<file path="src/rtl/pass2_scheduler.sv">
// Shares one padder and second-pass SHA-256 core among NUM_REQ first-pass cores:
// round-robin pick, load digest into padder, stream 16 word indices, return tagged result.
module pass2_scheduler #(
  parameter int unsigned NUM_REQ = 4,
  parameter int unsigned IDX_W   = $clog2(NUM_REQ),
  localparam int unsigned HASH_W = 256,
  localparam int unsigned CNT_W  = 4
) (
  input  logic                      clk,
  input  logic                      rst_n,
  input  logic [NUM_REQ-1:0]        req_i,
  input  logic [NUM_REQ*HASH_W-1:0] hash_i,
  output logic [NUM_REQ-1:0]        gnt_o,
  output logic                      pad_start_o,
  output logic [HASH_W-1:0]         pad_hash_o,
  output logic                      word_valid_o,
  output logic [CNT_W-1:0]          word_idx_o,
  input  logic                      core_done_i,
  input  logic [HASH_W-1:0]         core_digest_i,
  output logic                      res_valid_o,
  output logic [HASH_W-1:0]         res_digest_o,
  output logic [IDX_W-1:0]          res_idx_o,
  output logic                      busy_o
);

  localparam int unsigned WORDS = 16;

  typedef enum logic [1:0] {
    IDLE   = 2'd0,
    LOAD   = 2'd1,
    STREAM = 2'd2,
    WAIT   = 2'd3
  } state_e;

  state_e               state_q, state_d;
  logic [IDX_W-1:0]     win_q, win_d;
  logic [IDX_W-1:0]     rr_ptr_q, rr_ptr_d;
  logic [CNT_W-1:0]     cnt_q, cnt_d;
  logic [NUM_REQ-1:0]   gnt_q, gnt_d;
  logic                 pad_start_q, pad_start_d;
  logic [HASH_W-1:0]    pad_hash_q, pad_hash_d;
  logic                 word_valid_q, word_valid_d;
  logic [CNT_W-1:0]     word_idx_q, word_idx_d;
  logic                 res_valid_q, res_valid_d;
  logic [HASH_W-1:0]    res_digest_q, res_digest_d;
  logic [IDX_W-1:0]     res_idx_q, res_idx_d;
  logic                 busy_q, busy_d;

  logic                 found_c;
  logic [IDX_W-1:0]     pick_c;
  logic [HASH_W-1:0]    hash_arr [NUM_REQ];

  for (genvar g = 0; g < NUM_REQ; g++) begin : g_unpack
    assign hash_arr[g] = hash_i[g*HASH_W +: HASH_W];
  end

  // Round-robin: first set request at or after rr_ptr, wrapping at NUM_REQ-1.
  always_comb begin
    int unsigned      cand;
    logic [IDX_W-1:0] cand_idx;
    found_c  = 1'b0;
    pick_c   = '0;
    cand     = 0;
    cand_idx = '0;
    for (int unsigned i = 0; i < NUM_REQ; i++) begin
      cand = 32'(rr_ptr_q) + i;
      if (cand >= NUM_REQ) begin
        cand = cand - NUM_REQ;
      end
      cand_idx = IDX_W'(cand);
      if (!found_c && req_i[cand_idx]) begin
        found_c = 1'b1;
        pick_c  = cand_idx;
      end
    end
  end

  always_ff @(posedge clk or negedge rst_n) begin
    if (!rst_n) begin
      state_q      <= IDLE;
      win_q        <= '0;
      rr_ptr_q     <= '0;
      cnt_q        <= '0;
      gnt_q        <= '0;
      pad_start_q  <= 1'b0;
      pad_hash_q   <= '0;
      word_valid_q <= 1'b0;
      word_idx_q   <= '0;
      res_valid_q  <= 1'b0;
      res_digest_q <= '0;
      res_idx_q    <= '0;
      busy_q       <= 1'b0;
    end else begin
      state_q      <= state_d;
      win_q        <= win_d;
      rr_ptr_q     <= rr_ptr_d;
      cnt_q        <= cnt_d;
      gnt_q        <= gnt_d;
      pad_start_q  <= pad_start_d;
      pad_hash_q   <= pad_hash_d;
      word_valid_q <= word_valid_d;
      word_idx_q   <= word_idx_d;
      res_valid_q  <= res_valid_d;
      res_digest_q <= res_digest_d;
      res_idx_q    <= res_idx_d;
      busy_q       <= busy_d;
    end
  end

  // Outputs are computed one cycle ahead so each registered output lines up with its state.
  always_comb begin
    state_d      = state_q;
    win_d        = win_q;
    rr_ptr_d     = rr_ptr_q;
    cnt_d        = cnt_q;
    gnt_d        = '0;
    pad_start_d  = 1'b0;
    pad_hash_d   = pad_hash_q;
    word_valid_d = 1'b0;
    word_idx_d   = '0;
    res_valid_d  = 1'b0;
    res_digest_d = res_digest_q;
    res_idx_d    = res_idx_q;

    unique case (state_q)
      IDLE: begin
        if (found_c) begin
          win_d       = pick_c;
          gnt_d       = NUM_REQ'(1) << pick_c;
          pad_start_d = 1'b1;
          pad_hash_d  = hash_arr[pick_c];
          state_d     = LOAD;
        end
      end
      LOAD: begin
        rr_ptr_d     = (32'(win_q) == NUM_REQ - 1) ? '0 : win_q + IDX_W'(1);
        cnt_d        = '0;
        word_valid_d = 1'b1;
        word_idx_d   = '0;
        state_d      = STREAM;
      end
      STREAM: begin
        if (cnt_q == CNT_W'(WORDS - 1)) begin
          state_d = WAIT;
        end else begin
          cnt_d        = cnt_q + CNT_W'(1);
          word_valid_d = 1'b1;
          word_idx_d   = cnt_q + CNT_W'(1);
        end
      end
      WAIT: begin
        if (core_done_i) begin
          res_valid_d  = 1'b1;
          res_digest_d = core_digest_i;
          res_idx_d    = win_q;
          state_d      = IDLE;
        end
      end
      default: state_d = IDLE;
    endcase

    busy_d = (state_d != IDLE);
  end

  assign gnt_o        = gnt_q;
  assign pad_start_o  = pad_start_q;
  assign pad_hash_o   = pad_hash_q;
  assign word_valid_o = word_valid_q;
  assign word_idx_o   = word_idx_q;
  assign res_valid_o  = res_valid_q;
  assign res_digest_o = res_digest_q;
  assign res_idx_o    = res_idx_q;
  assign busy_o       = busy_q;

endmodule

</file>
<file path="config.mk">
export PLATFORM = sky130hd
export DESIGN_NAME = pass2_scheduler
export DESIGN_NICKNAME = d
export VERILOG_FILES = /design/src/rtl/pass2_scheduler.sv
export SDC_FILE = /design/constraint.sdc
export NUM_CORES = 1
export LEC_CHECK = 0
export ABC_CLOCK_PERIOD_IN_PS = 2300
export CAP_MARGIN = 10
export CELL_PAD_IN_SITES_DETAIL_PLACEMENT = 1
export CELL_PAD_IN_SITES_GLOBAL_PLACEMENT = 2
export CORE_AREA = 2 2 705 707
export DETAILED_ROUTE_END_ITERATION = 8
export DIE_AREA = 0 0 707 709
export DONT_BUFFER_PORTS = 1
export GPL_TIMING_DRIVEN = 0
export PLACE_DENSITY = 0.3
export SLEW_MARGIN = 10
export SYNTH_ARGS = -nofsm -noshare
export SYNTH_HDL_FRONTEND = slang
export SYNTH_SLANG_ARGS = --single-unit
</file>
<file path="constraint.sdc">
create_clock -name clk -period 2.3 [get_ports clk]
set_clock_uncertainty 0.05 [all_clocks]
set_input_delay 0.23 -clock clk [delete_from_list [all_inputs] [get_ports clk]]
set_output_delay 0.23 -clock clk [all_outputs]
set_load 0.1 [all_outputs]
</file>
==> results.toml, run 1 <==
[finish]
syn2layout_area_growth_pct = 117
fillCellCount = 56776
drive_gt1_frac = 0.305
nets = 4973
fin_util = 0.117

[power_and_ir_drop]
p_int_mw = 36.6
pwr-share-seq = 0.554
netSwitchingFraction = 0.651
power.leakage_nw = 21.0
pwr-share-comb = 0.314
peakVddDrop_mv = 0.951
switchingPower_mw = 68.3
power_frac_clock = 0.132
power.density_nw_per_um2 = 1810
power_mw = 105

[route]
drtPass1Iterations = 5
routed_wirelength_mm = 361
vias = 28551
drt_iter0_drc = 1682
drc = 0
avgViaCountPerCell = 2.76
post_drt_wl_per_cell_um = 34.8
antenna_left = 0

[hold_path]
hp-class = "in2async"

[sta]
slew_headroom = 0.0656
setup_ws_ns = -0.317
max_freq_mhz = 382
fin_crit_ns = 2.62
grt_setup_unrepaired = "yes"
drv_slew = 0
hold_viol_final = 163
worst_pin_slew_ns = 1.40
setup_tns_ns = -45.49
holdWs_ns = -0.589
period_share = 1.14
setup_viol = 315

[synth]
synthTopCellsByCount = "dfrtp_1, mux2i_1, nand2_1, mux2_2, o221ai_1"
yosysTopAreaCellShare = 0.504
syn_area_sq_um = 26600
synth_cells = 2063
synth_nets = 3356
post-synth-top-count-cell = "dfrtp_1"
synth_area_leaders = "dfrtp_1, mux2i_1, mux2_2, o221ai_1, nand2_1"
synthFlopType = "dfrtp_1"
ys_warn_count = 0
synth_largest_area_cell = "dfrtp_1"
synth-seq-cells = 536
async_flop_share = 1.00
ys_types = 43
synth_edf_count = 0
synth.avg_cell_area_sq_um = 12.9
seq_area_frac_synth = 0.504

[floorplanning]
core_area_sq_um = 493000
dieArea_sq_um = 501000
fp.dieH_um = 709
start_util = 0.0540
rows = 258
die_w_um = 707
ioPinCount = 1813

[placed_design]
io_buffers = 0
dp.final_hpwl_mm = 306
pre_cts_ws_ns = -1.92
gp_congestion = 0.982

[run_status]
status = "finished, violations left"
violations = "negative hold slack, negative setup slack"

[clock_tree]
cts-root-buf = "clkbuf_16"
htreeDepth = 3
clk_latency_ns = 0.80
cts_sinks = 536
numCtsBuffers = 87
cts.clk_slew.worst_paths_ns = 0.06
cts_buffer_depth = 4
cts_tree = "done"

[worst_setup_path]
criticalPathCategory = "reg2reg"
required_ns = 2.88
startpoint_type = "register"
r2r_slack_ns = -0.32
crit_path_end_kind = "register"
cp_max_fo = 6
crit_arrival_ns = 3.19

[global_route]
grt_usage = 0.136
grt_start_max_net_pins = 166
grt_pass1_vias = 30119
grt_overflow = 0
antenna_found_initial = 317
grt_first_pass_wirelength_mm = 426

[job]
maxCapViolCount = 0
## power groups by stage
stage          Sequential [mW]  Combinational (mW)  Clock, mW
6_report                  58.1                32.9       13.8
5_1_grt                   59.2                34.9       14.7
4_1_cts                   58.9                30.2       14.5
3_5_place_dp              59.0                23.8          0
3_3_place_gp              60.7                20.4          0
2_1_floorplan             49.2                12.7          0
## through the flow
stage,instances,cell area (sq um)
3_3_place_gp,8563,34700
5_1_grt,10318,57700
2_1_floorplan,2063,26600
6_report,10357,57800
4_1_cts,10171,54900
3_5_place_dp,8620,35700
## kinds of logic (layout without fill, tap and decap cells)
group                    count (synthesis)  after routing  synth area share
adder cells (fa/ha/maj)                  6              6           0.00282
other                                    0            117                 0
flip-flops                             536            536             0.504
AO/OA/AOI/OAI                          275            275            0.0926
XOR/XNOR                                 3              3          0.000988
AND/OR/NAND/NOR                        292            292            0.0430
buffers and inverters                  179           1856            0.0537
multiplexers                           772            772             0.303
## routing by layer
layer | track usage | vias to the layer above | share of wire
li1 | - | 11251 | -
met2 | 0.228 | 1947 | 0.47
met3 | 0.0767 | 698 | 0.13
met4 | 0.0437 | 168 | 0.043
met5 | 0.00308 | - | 0.0041
met1 | 0.144 | 14487 | 0.36
## state kept, by name, summed over array words and instances (netlist names), 4 cells and up
register      cells
word_idx_o        4
cnt_q             4
res_digest_o    256
pad_hash_o      256
gnt_o             4
## final cells by class
class                      instances  area, sq um  area share
timing repair buffer            1531        16200       0.281
inverter                           8         35.0    0.000606
clock buffer                     125         2480      0.0429
tap                             6500         8130       0.141
buffer                           168         1950      0.0338
sequential                       536        13500       0.234
multi-input combinational       1348        14900       0.257
clock inverter                    24          304     0.00526
antenna                          117          293     0.00506
## final timing paths
kind | from | end | depth (start not counted)
worst max-delay path | rr_ptr_q[1]$_DFFE_PN0P_ | pad_hash_o[148]$_DFFE_PN0P_ | 9
worst min-delay path | rst_n | pad_hash_o[39]$_DFFE_PN0P_ | 1
worst max register to register | rr_ptr_q[1]$_DFFE_PN0P_ | pad_hash_o[148]$_DFFE_PN0P_ | 9
worst min register to register | cnt_q[0]$_DFFE_PN0P_ | word_idx_o[0]$_DFF_PN0_ | 1
max in group asynchronous | rst_n | res_digest_o[118]$_DFFE_PN0P_ | 3
min in group clk | core_digest_i[42] | res_digest_o[42]$_DFFE_PN0P_ | 2
## repair_timing
action / CTS / global route
setup endpoints to repair: 669 / 468
setup buffers: 33 / 48
pin swaps: 13 / 100
resized for setup: 465 / 298
hold endpoints to repair: 682 / 164
cloned: 9 / 21
hold buffers: 1361 / 3
## worst max-delay path, cell delays in order, from the launching register on
cell and delay, ns:
dfrtp_1 0.42, mux2_4 0.33, o221ai_4 0.16, buf_12 0.15
buf_12 0.17, buf_8 0.16, bufbuf_16 0.28, buf_12 0.16
mux2i_2 0.28, o221ai_1 0.16
## cell usage in the layout (no fill, tap or decap), types with 99 or more instances in the layout
| cell | count |
|---|---|
| mux2i_4 | 175 |
| nand2_1 | 263 |
| o221ai_1 | 168 |
| dlygate4sd3_1 | 1364 |
| mux2i_1 | 242 |
| clkbuf_16 | 109 |
| dfrtp_1 | 437 |
| mux2_2 | 259 |
| diode_2 | 117 |
| dfrtp_2 | 99 |
(Power assumes the default switching activity.)
==> run 2: changes to the inputs <==
--- a/config.mk
+++ b/config.mk
@@ -9,9 +9,9 @@
 export CAP_MARGIN = 10
 export CELL_PAD_IN_SITES_DETAIL_PLACEMENT = 1
 export CELL_PAD_IN_SITES_GLOBAL_PLACEMENT = 2
-export CORE_AREA = 2 2 705 707
+export CORE_AREA = 2 2 715 717
 export DETAILED_ROUTE_END_ITERATION = 8
-export DIE_AREA = 0 0 707 709
+export DIE_AREA = 0 0 717 719
 export DONT_BUFFER_PORTS = 1
 export GPL_TIMING_DRIVEN = 0
 export PLACE_DENSITY = 0.3
==> run 2 against run 1 <==
  * The flow finishes with violations (negative setup slack)
  * Wire length increased by 0.32%
  * First-iteration DRC count increased by 4.2%
  * Final cell count increased by 3.3%
  * Die area increased by 2.8%
  * Cell area increased by 4.8%
  * Worst hold slack improved by 0.69 ns
  * Critical path depth decreased by 2
  * Core utilization increased by 0.21 points
  * Via count increased by 1.4%
  * Sequential share of layout area decreased by 0.74 points
  * Clock-buffer cell count increased by 8
==> results.toml, run 2 (synthesized netlist as in run 1, its figures left out) <==
[global_route]
grt_first_pass_wirelength_mm = 428
grt_pass1_vias = 30848
grt_overflow = 0
grt_start_max_net_pins = 537
antenna_found_initial = 264
grt_usage = 0.133

[worst_setup_path]
rr_endpoint = "pad_hash_o[237]$_DFFE_PN0P_"
critical_path_buf_inv_count = 3
crit_slowest_cell = "mux2i_4"
cpMostUsedCell = "buf_12"
path_cells = "mux2_4 -> o221ai_4 -> buf_12 -> buf_12 -> buf_16 -> mux2i_4 -> o221ai_2"
slowest_delay_ns = 0.70
crit_start = "rr_ptr_q[1]$_DFFE_PN0P_"
critical_path.top_delay_family = "multiplexers"
startpoint_type = "register"
criticalPathCategory = "reg2reg"
crit_path_end_kind = "register"
crit_arrival_ns = 3.19
r2r_slack_ns = -0.30
r2r-start = "rr_ptr_q[1]$_DFFE_PN0P_"
cp_max_fo = 5
reg2reg_depth = 7
required_ns = 2.88

[sta]
grt_setup_unrepaired = "yes"
drv_slew = 0
worst_pin_slew_ns = 1.27
max_freq_mhz = 384
setup_tns_ns = -32.37
setup_ws_ns = -0.302
slew_headroom = 0.152
hold_viol_final = 0
setup_viol = 253
fin_crit_ns = 2.60
period_share = 1.13

[finish]
fillCellCount = 58288
fin_util = 0.119
syn2layout_area_growth_pct = 128
layout_commonest_cell = "dlygate4sd3_1"
nets = 5095
final-seq-area_sq_um = 13700
final_cell_mix = "dlygate4sd3_1, dfrtp_1, dfrtp_2"
multi_input_area_sq_um = 15800
drive_gt1_frac = 0.374

[power_and_ir_drop]
pwr-share-seq = 0.547
netSwitchingFraction = 0.642
p_int_mw = 38.6
power.density_nw_per_um2 = 1780
power_frac_clock = 0.132
peakVddDrop_mv = 1.19
power.leakage_nw = 21.6
pwr-share-comb = 0.321
switchingPower_mw = 69.1

[clock_tree]
clk_latency_ns = 0.78
cts_sinks = 536
htreeDepth = 3
cts.clk_slew.worst_paths_ns = 0.06
cts_buffer_depth = 4
cts_tree = "done"
numCtsBuffers = 89
cts-root-buf = "clkbuf_16"

[route]
post_drt_wl_per_cell_um = 33.8
drtPass1Iterations = 5
avgViaCountPerCell = 2.71
vias = 28952
drc = 0
drt_iter0_drc = 1753
antenna_left = 0
routed_wirelength_mm = 362

[floorplanning]
start_util = 0.0524
ioPinCount = 1813
dieArea_sq_um = 516000
fp.dieH_um = 719
rows = 262
core_area_sq_um = 508000
die_w_um = 717

[placed_design]
dp.final_hpwl_mm = 303
gp_congestion = 0.953
io_buffers = 0

[hold_path]
hp-class = "in2async"

[run_status]
violations = "negative setup slack"
status = "finished, violations left"

[job]
maxCapViolCount = 0
-- run 2: timing repair --
| action | in CTS | in global routing |
|---|---|---|
| hold buffers | 1424 | 4 |
| endpoints found under the hold margin | 1056 | 151 |
| buffers inserted | 72 | 64 |
| endpoints found under the setup margin | 719 | 570 |
| cloned | 6 | 25 |
| resized for setup | 513 | 575 |
| pin swaps | 28 | 118 |
-- run 2: cell type report --
class / instances / share of cell area
well taps: 6732 / 0.139
inverters: 8 / 0.000516
multi-input cells: 1348 / 0.260
plain buffers: 165 / 0.0297
flip-flops and latches: 536 / 0.227
repair buffers: 1654 / 0.292
clock buffers: 133 / 0.0430
diodes: 95 / 0.00392
clock inverters: 27 / 0.00508
-- run 2: how the worst max path moves through the flow --
stage / slack (ns) / endpoint / depth (start not counted)
after CTS: -0.35 / pad_hash_o[112]$_DFFE_PN0P_ / 8
after global routing: -0.40 / pad_hash_o[235]$_DFFE_PN0P_ / 7
after global placement: -2.74 / pad_hash_o[180]$_DFFE_PN0P_ / 7
final: -0.30 / pad_hash_o[237]$_DFFE_PN0P_ / 7
after detailed placement: -1.79 / res_digest_o[37]$_DFFE_PN0P_ / 6
after floorplan: 0.40 / pad_hash_o[177]$_DFFE_PN0P_ / 7
-- run 2: metal layers --
metal / share of wire / routed length, um / global-route usage / vias to the layer above
li1: - / - / - / 11449
met1: 0.35 / 128000 / 0.138 / 14804
met2: 0.48 / 172000 / 0.223 / 1890
met3: 0.12 / 43600 / 0.0703 / 681
met4: 0.047 / 17000 / 0.0530 / 128
met5: 0.0023 / 816 / 0 / -
-- run 2: power groups by stage --
stage | logic [mW] | clock network (mW) | registers (mW)
after floorplan | 12.7 | 0 | 49.2
after global placement | 20.0 | 0 | 61.5
after detailed placement | 23.5 | 0 | 59.7
after CTS | 30.6 | 15.0 | 59.5
after global routing | 36.9 | 15.1 | 60.0
final | 34.6 | 14.2 | 58.9
-- run 2: per-stage QoR --
stage          worst slack, ns  std cells  hold WS (ns)  cell area, sq um  power (mW)
2_1_floorplan            0.401       2063        -0.116             26600        61.8
3_3_place_gp             -2.74       8795       -0.0977             35000        81.5
3_5_place_dp             -1.79       8855       -0.0971             35900        83.2
4_1_cts                 -0.351      10516         -1.00             56500         105
5_1_grt                 -0.395      10650        0.0421             60500         112
6_report                -0.302      10698        0.0964             60600         108
-- run 2: worst reg2reg max path, delay by kind of cell (launching register included) --
kind                   cells  cell delay, ns
muxes                      2            1.08
AOI/OAI and AO/OA          2            0.42
DFF                        1            0.40
buffers and inverters      3            0.51
